File: config.mk
export PLATFORM = sky130hd
export DESIGN_NAME = btn_sw_conditioner
export DESIGN_NICKNAME = d
export VERILOG_FILES = /design/src/rtl/btn_sw_conditioner_pkg.sv /design/src/rtl/debounce_chan.sv /design/src/rtl/btn_sw_conditioner.sv
export SDC_FILE = /design/constraint.sdc
export NUM_CORES = 1
export LEC_CHECK = 0
export CORE_AREA = 4 4 234 122
export DETAILED_ROUTE_END_ITERATION = 8
export DIE_AREA = 0 0 238 126
export REMOVE_ABC_BUFFERS = 1
export SKIP_LAST_GASP = 1
export SYNTH_ARGS = -nofsm -noshare
export SYNTH_HDL_FRONTEND = slang
export SYNTH_SLANG_ARGS = --single-unit
File: constraint.sdc
create_clock -name gclk10 -period 2.5 [get_ports gclk10]
set_input_delay 0.625 -clock gclk10 [delete_from_list [all_inputs] [get_ports gclk10]]
set_output_delay 0.625 -clock gclk10 [all_outputs]
set_load 0.005 [all_outputs]
File: src/rtl/btn_sw_conditioner_pkg.sv
`default_nettype none
// ============================================================================
// btn_sw_conditioner_pkg : auto-repeat state encoding and counter sizing (rev 1.0)
// ============================================================================
package btn_sw_conditioner_pkg;

   typedef enum logic [1:0] {
      IDLE   = 2'd0,
      HOLD   = 2'd1,
      REPEAT = 2'd2
   } rpt_state_t;

   // Bits needed to count 0..n-1; never narrower than one bit.
   function automatic int cnt_width(input int n);
      return (n <= 2) ? 1 : $clog2(n);
   endfunction

   function automatic int max_int(input int a, input int b);
      return (a > b) ? a : b;
   endfunction

endpackage
`default_nettype wire

File: src/rtl/debounce_chan.sv
`default_nettype none
// ============================================================================
// debounce_chan : sync, debounce, edge pulses and auto-repeat for one input (rev 1.0)
// ============================================================================
module debounce_chan
   import btn_sw_conditioner_pkg::*;
#(
   parameter int DEBOUNCE_CYCLES = 50000,
   parameter int HOLD_CYCLES     = 5000000,
   parameter int REPEAT_CYCLES   = 1000000,
   parameter bit REPEAT_EN       = 1'b1
) (
   input  logic clk,
   input  logic rst,
   input  logic raw,
   output logic level,
   output logic rise,
   output logic fall,
   output logic rpt
);

   localparam int CW = cnt_width(DEBOUNCE_CYCLES);
   localparam int RW = cnt_width(max_int(HOLD_CYCLES, REPEAT_CYCLES));
   localparam logic [CW-1:0] DB_LAST   = CW'(DEBOUNCE_CYCLES - 1);
   localparam logic [RW-1:0] HOLD_LAST = RW'(HOLD_CYCLES - 1);
   localparam logic [RW-1:0] REP_LAST  = RW'(REPEAT_CYCLES - 1);

   logic          sync1;
   logic          sync2;
   logic [CW-1:0] cnt;
   logic [RW-1:0] rcnt;
   logic [RW-1:0] rcnt_nxt;
   rpt_state_t    state;
   rpt_state_t    state_nxt;
   logic          rpt_nxt;
   logic          accept;
   logic          go_high;
   logic          go_low;

   // The level flips on the edge where the D-th consecutive disagreeing sample is seen.
   assign accept  = (sync2 != level) && (cnt == DB_LAST);
   assign go_high = accept &  sync2;
   assign go_low  = accept & ~sync2;

   always_ff @(posedge clk) begin
      if (rst) begin
         sync1 <= 1'b0;
         sync2 <= 1'b0;
         cnt   <= '0;
         level <= 1'b0;
         rise  <= 1'b0;
         fall  <= 1'b0;
      end else begin
         sync1 <= raw;
         sync2 <= sync1;
         rise  <= go_high;
         fall  <= go_low;
         if (sync2 == level) begin
            cnt <= '0;
         end else if (accept) begin
            level <= sync2;
            cnt   <= '0;
         end else begin
            cnt <= cnt + CW'(1);
         end
      end
   end

   always_ff @(posedge clk) begin
      if (rst) begin
         state <= IDLE;
         rcnt  <= '0;
         rpt   <= 1'b0;
      end else begin
         state <= state_nxt;
         rcnt  <= rcnt_nxt;
         rpt   <= rpt_nxt;
      end
   end

   always_comb begin
      state_nxt = state;
      rcnt_nxt  = rcnt;
      rpt_nxt   = 1'b0;
      // Release wins over any repeat that would fall on the same edge.
      if (go_low) begin
         state_nxt = IDLE;
         rcnt_nxt  = '0;
      end else begin
         case (state)
            IDLE: begin
               if (go_high) begin
                  rpt_nxt   = 1'b1;
                  rcnt_nxt  = '0;
                  state_nxt = HOLD;
               end
            end
            HOLD: begin
               if (rcnt == HOLD_LAST) begin
                  if (REPEAT_EN) begin
                     rpt_nxt   = 1'b1;
                     rcnt_nxt  = '0;
                     state_nxt = REPEAT;
                  end
               end else begin
                  rcnt_nxt = rcnt + RW'(1);
               end
            end
            REPEAT: begin
               if (rcnt == REP_LAST) begin
                  rpt_nxt  = 1'b1;
                  rcnt_nxt = '0;
               end else begin
                  rcnt_nxt = rcnt + RW'(1);
               end
            end
            default: begin
               state_nxt = IDLE;
               rcnt_nxt  = '0;
            end
         endcase
      end
   end

endmodule
`default_nettype wire

File: src/rtl/btn_sw_conditioner.sv
`default_nettype none
// ============================================================================
// btn_sw_conditioner : N_IN independent button/switch conditioning channels (rev 1.0)
// ============================================================================
module btn_sw_conditioner
   import btn_sw_conditioner_pkg::*;
#(
   parameter int              N_IN            = 4,
   parameter int              DEBOUNCE_CYCLES = 50000,
   parameter int              HOLD_CYCLES     = 5000000,
   parameter int              REPEAT_CYCLES   = 1000000,
   parameter logic [N_IN-1:0] REPEAT_EN       = {N_IN{1'b1}}
) (
   input  logic            gclk10,
   input  logic            btn_center,
   input  logic [N_IN-1:0] raw_in,
   output logic [N_IN-1:0] level,
   output logic [N_IN-1:0] rise,
   output logic [N_IN-1:0] fall,
   output logic [N_IN-1:0] rpt
);

   for (genvar i = 0; i < N_IN; i++) begin : g_chan
      debounce_chan #(
         .DEBOUNCE_CYCLES (DEBOUNCE_CYCLES),
         .HOLD_CYCLES     (HOLD_CYCLES),
         .REPEAT_CYCLES   (REPEAT_CYCLES),
         .REPEAT_EN       (REPEAT_EN[i])
      ) u_chan (
         .clk   (gclk10),
         .rst   (btn_center),
         .raw   (raw_in[i]),
         .level (level[i]),
         .rise  (rise[i]),
         .fall  (fall[i]),
         .rpt   (rpt[i])
      );
   end

endmodule
`default_nettype wire
==> results_dict.tcl <==
set metrics [dict create \
    status "finished clean" \
    endpoint_kind "flop" \
    root_buffer "clkbuf_16" \
    utilization_pct 40.8 \
    clk_latency_ps 430 \
    p_clk_share_pct 44.4 \
    switchingPower_mw 1.19 \
    async_flop_share_pct 0 \
    synth_seq_area_share_pct 41.3 \
    skew_ps 11.8 \
    synth_ff_type "dfxtp_1" \
    final_cell_mix "dfxtp_1 (188), nor2_1 (179), nand2_1 (91)" \
    vias_per_cell 5.09 \
    tightestPinTransition_ps 667 \
    crit_chain "or4b_1, or4_4, o21a_4, nor4_2, xnor2_1, nor2_1" \
    clkTransAtPathRegs_ps 70 \
    postSynthAreaPerCell_sq_um 8.38 \
    crit_type "reg -> reg" \
    cp.arrival_ps 2720 \
    route.detailed.drc 0 \
    crit_fanout 11 \
    hold_violations 0 \
    cpPeakStageDelay_ps 590 \
    grt_pass1_wl_mm 33.5 \
    timing.final.crit_period_ps 2400 \
    io_pins 22 \
    grt_max_degree 24 \
    cts-buffers-inserted 17 \
    hpwl_mm 14.0 \
    final_common_cell "dfxtp_1" \
    ir_worst_vdd_uv 361 \
    critPathBufInv 0 \
    grt_pass1_vias 7296 \
    synthDistinctLibCells 65 \
    num_rows 42 \
    hold_class "reg -> reg" \
    drt-initial-drc-count 463 \
    fp.dieH_um 126 \
    cts_tree "yes" \
    powerDensity_mw_per_mm2 522 \
    diodes 0 \
    syn_area_sq_mm 0.00911 \
    area_growth_pct 17.4 \
    p_seq_share_pct 53.8 \
    hold_ws_ps 439 \
    synth_cells 1088 \
    vias 7720 \
    slew_viol_final 0 \
    cts_setup_buffers 0 \
    synth-edff-count 0 \
    initial_core_util_pct 34.8 \
    maxSlewHeadroom_pct 55.4 \
    detail_route.first_pass.iterations 5 \
    switching_share_pct 21.3 \
    ant_nets 0 \
    cts_hold_buf 0 \
    cpLargestDelayFamily "simple AND/OR/NAND/NOR gates" \
    synth.largest_area_cell "dfxtp_1" \
    portBuffers 21 \
    overflow 0 \
    drive_above_1_share_pct 11.2 \
    required_ps 2820 \
    dp_slack_ps -32.9 \
    routabilityCongestion 0.838 \
    nets 1182 \
    antenna_found_initial 0 \
    fp.coreArea_sq_mm 0.0262 \
    dieArea_sq_mm 0.0300 \
    yosys-top-cells-area "dfxtp_1 (41%), nor2_1 (7.5%), xnor2_1 (5.2%)" \
    rsz0062_at_grt "false" \
    fin_crit_sh_pct 96.2 \
    routedWlPerCell_um 12.8 \
    cts_max_level 4 \
    power.total_mw 5.59 \
    setup_viol_count_final 0 \
    combinationalPowerShare_pct 1.8 \
    synth_top_area_share_pct 41.3 \
    yosys_register_bits 188 \
    fmax_mhz 416 \
    start_kind "flop" \
    p_int_mw 4.39 \
    clockBufferDepth 2 \
    grtUsageTotal_pct 13.1 \
    wl_mm 19.4 \
    clkSinkCount 188 \
    chipWidth_um 238 \
    setup_slack_ps 95.1 \
    max_cap_viol_count 0 \
    critPathSlowestCell "or4_4" \
    leakage_nw 3.47 \
    yosys_warnings 0 \
]
per-stage QoR:
| stage | instance area, sq um | setup TNS [ps] | cells |
|---|---|---|---|
| final | 10700 | 0 | 1517 |
| after global routing | 10700 | 0 | 1517 |
| after CTS | 10600 | 0 | 1517 |
| after detailed placement | 10100 | -82.5 | 1485 |
| after global placement | 10100 | 0 | 1485 |
| after floorplan | 8890 | -2360 | 1046 |
Yosys cell counts (7+ instances only):
master and n:
dfxtp_1 188, nor2_1 181, nand2_1 92, nand3_1 75, xnor2_1 54, xor2_1 45
nand4_1 41, inv_1 31, a21oi_1 30, nor3_1 30, ha_1 24, clkbuf_1 20
and3_1 17, buf_4 16, o21ai_0 16, nor4_1 15, nand2b_1 14, nor2b_1 13
o21ai_1 12, or3_1 12, a31oi_1 11, and2_1 11, o311ai_1 11, or4_1 10
nor4b_1 9, or2_2 9, nor4bb_1 8, a22oi_1 7, and4_1 7
sequential cells by signal (all words and copies together) (netlist names):
name	count
g_chan.u_chan.rcnt	92
g_chan.u_chan.cnt	64
g_chan.u_chan.state	8
g_chan.u_chan.fall	4
g_chan.u_chan.level	4
g_chan.u_chan.rise	4
g_chan.u_chan.rpt	4
g_chan.u_chan.sync1	4
g_chan.u_chan.sync2	4
final cells by class:
cell class | count | area, sq um
multi-input cells | 827 | 5120
well taps | 352 | 440
clock buffers | 27 | 493
flip-flops and latches | 188 | 3760
fillers | 2587 | 15500
inverters | 31 | 116
repair buffers | 87 | 734
clock inverters | 5 | 35.0
routing by layer:
layer	up-vias	wire [um]	track usage (%)
met4	0	165	3.27
met2	93	9080	21.9
met5	-	0	0
met1	3660	9570	17.0
li1	3954	-	-
met3	13	573	3.43
cells by family (layout without fill, tap and decap cells):
kind of cell               count (synthesis)  count (layout)  synth area share (%)
DFF                                      188             188                  41.3
adders and majority gates                 24              24                  3.30
xor gates and xnor gates                  99              99                  9.52
and+or+nand+nor                          570             570                  32.0
muxes                                      4               4                 0.439
AOI/OAI and AO/OA                        130             130                  9.68
buffers and inverters                     73             150                  3.75
what timing repair did:
| item | in CTS | in global routing |
|---|---|---|
| setup endpoints to repair | 13 | 53 |
| pin swaps | 0 | 1 |
| resized for setup | 3 | 20 |
worst paths after layout:
kind                                           start                                      to  slack, ps  depth (start not counted)
hold reg to reg    g_chan[2].u_chan.sync1$_SDFF_PP0_       g_chan[2].u_chan.sync2$_SDFF_PP0_        440                          1
setup reg to reg  g_chan[3].u_chan.cnt[5]$_SDFF_PP0_  g_chan[3].u_chan.rcnt[21]$_SDFFE_PP0P_        100                          6
hold / removal     g_chan[2].u_chan.sync1$_SDFF_PP0_       g_chan[2].u_chan.sync2$_SDFF_PP0_        440                          1
setup / recovery  g_chan[3].u_chan.cnt[5]$_SDFF_PP0_  g_chan[3].u_chan.rcnt[21]$_SDFFE_PP0P_        100                          6
power groups by stage:
stage / Sequential (mW) / Combinational, mW / Clock, mW
2_1_floorplan: 3.07 / 0.0430 / 0
3_3_place_gp: 3.07 / 0.0972 / 0
3_5_place_dp: 3.07 / 0.0983 / 0
4_1_cts: 3.01 / 0.0991 / 2.57
5_1_grt: 3.01 / 0.110 / 2.68
6_report: 3.01 / 0.0996 / 2.48
Power figures use the tool's default switching activity.
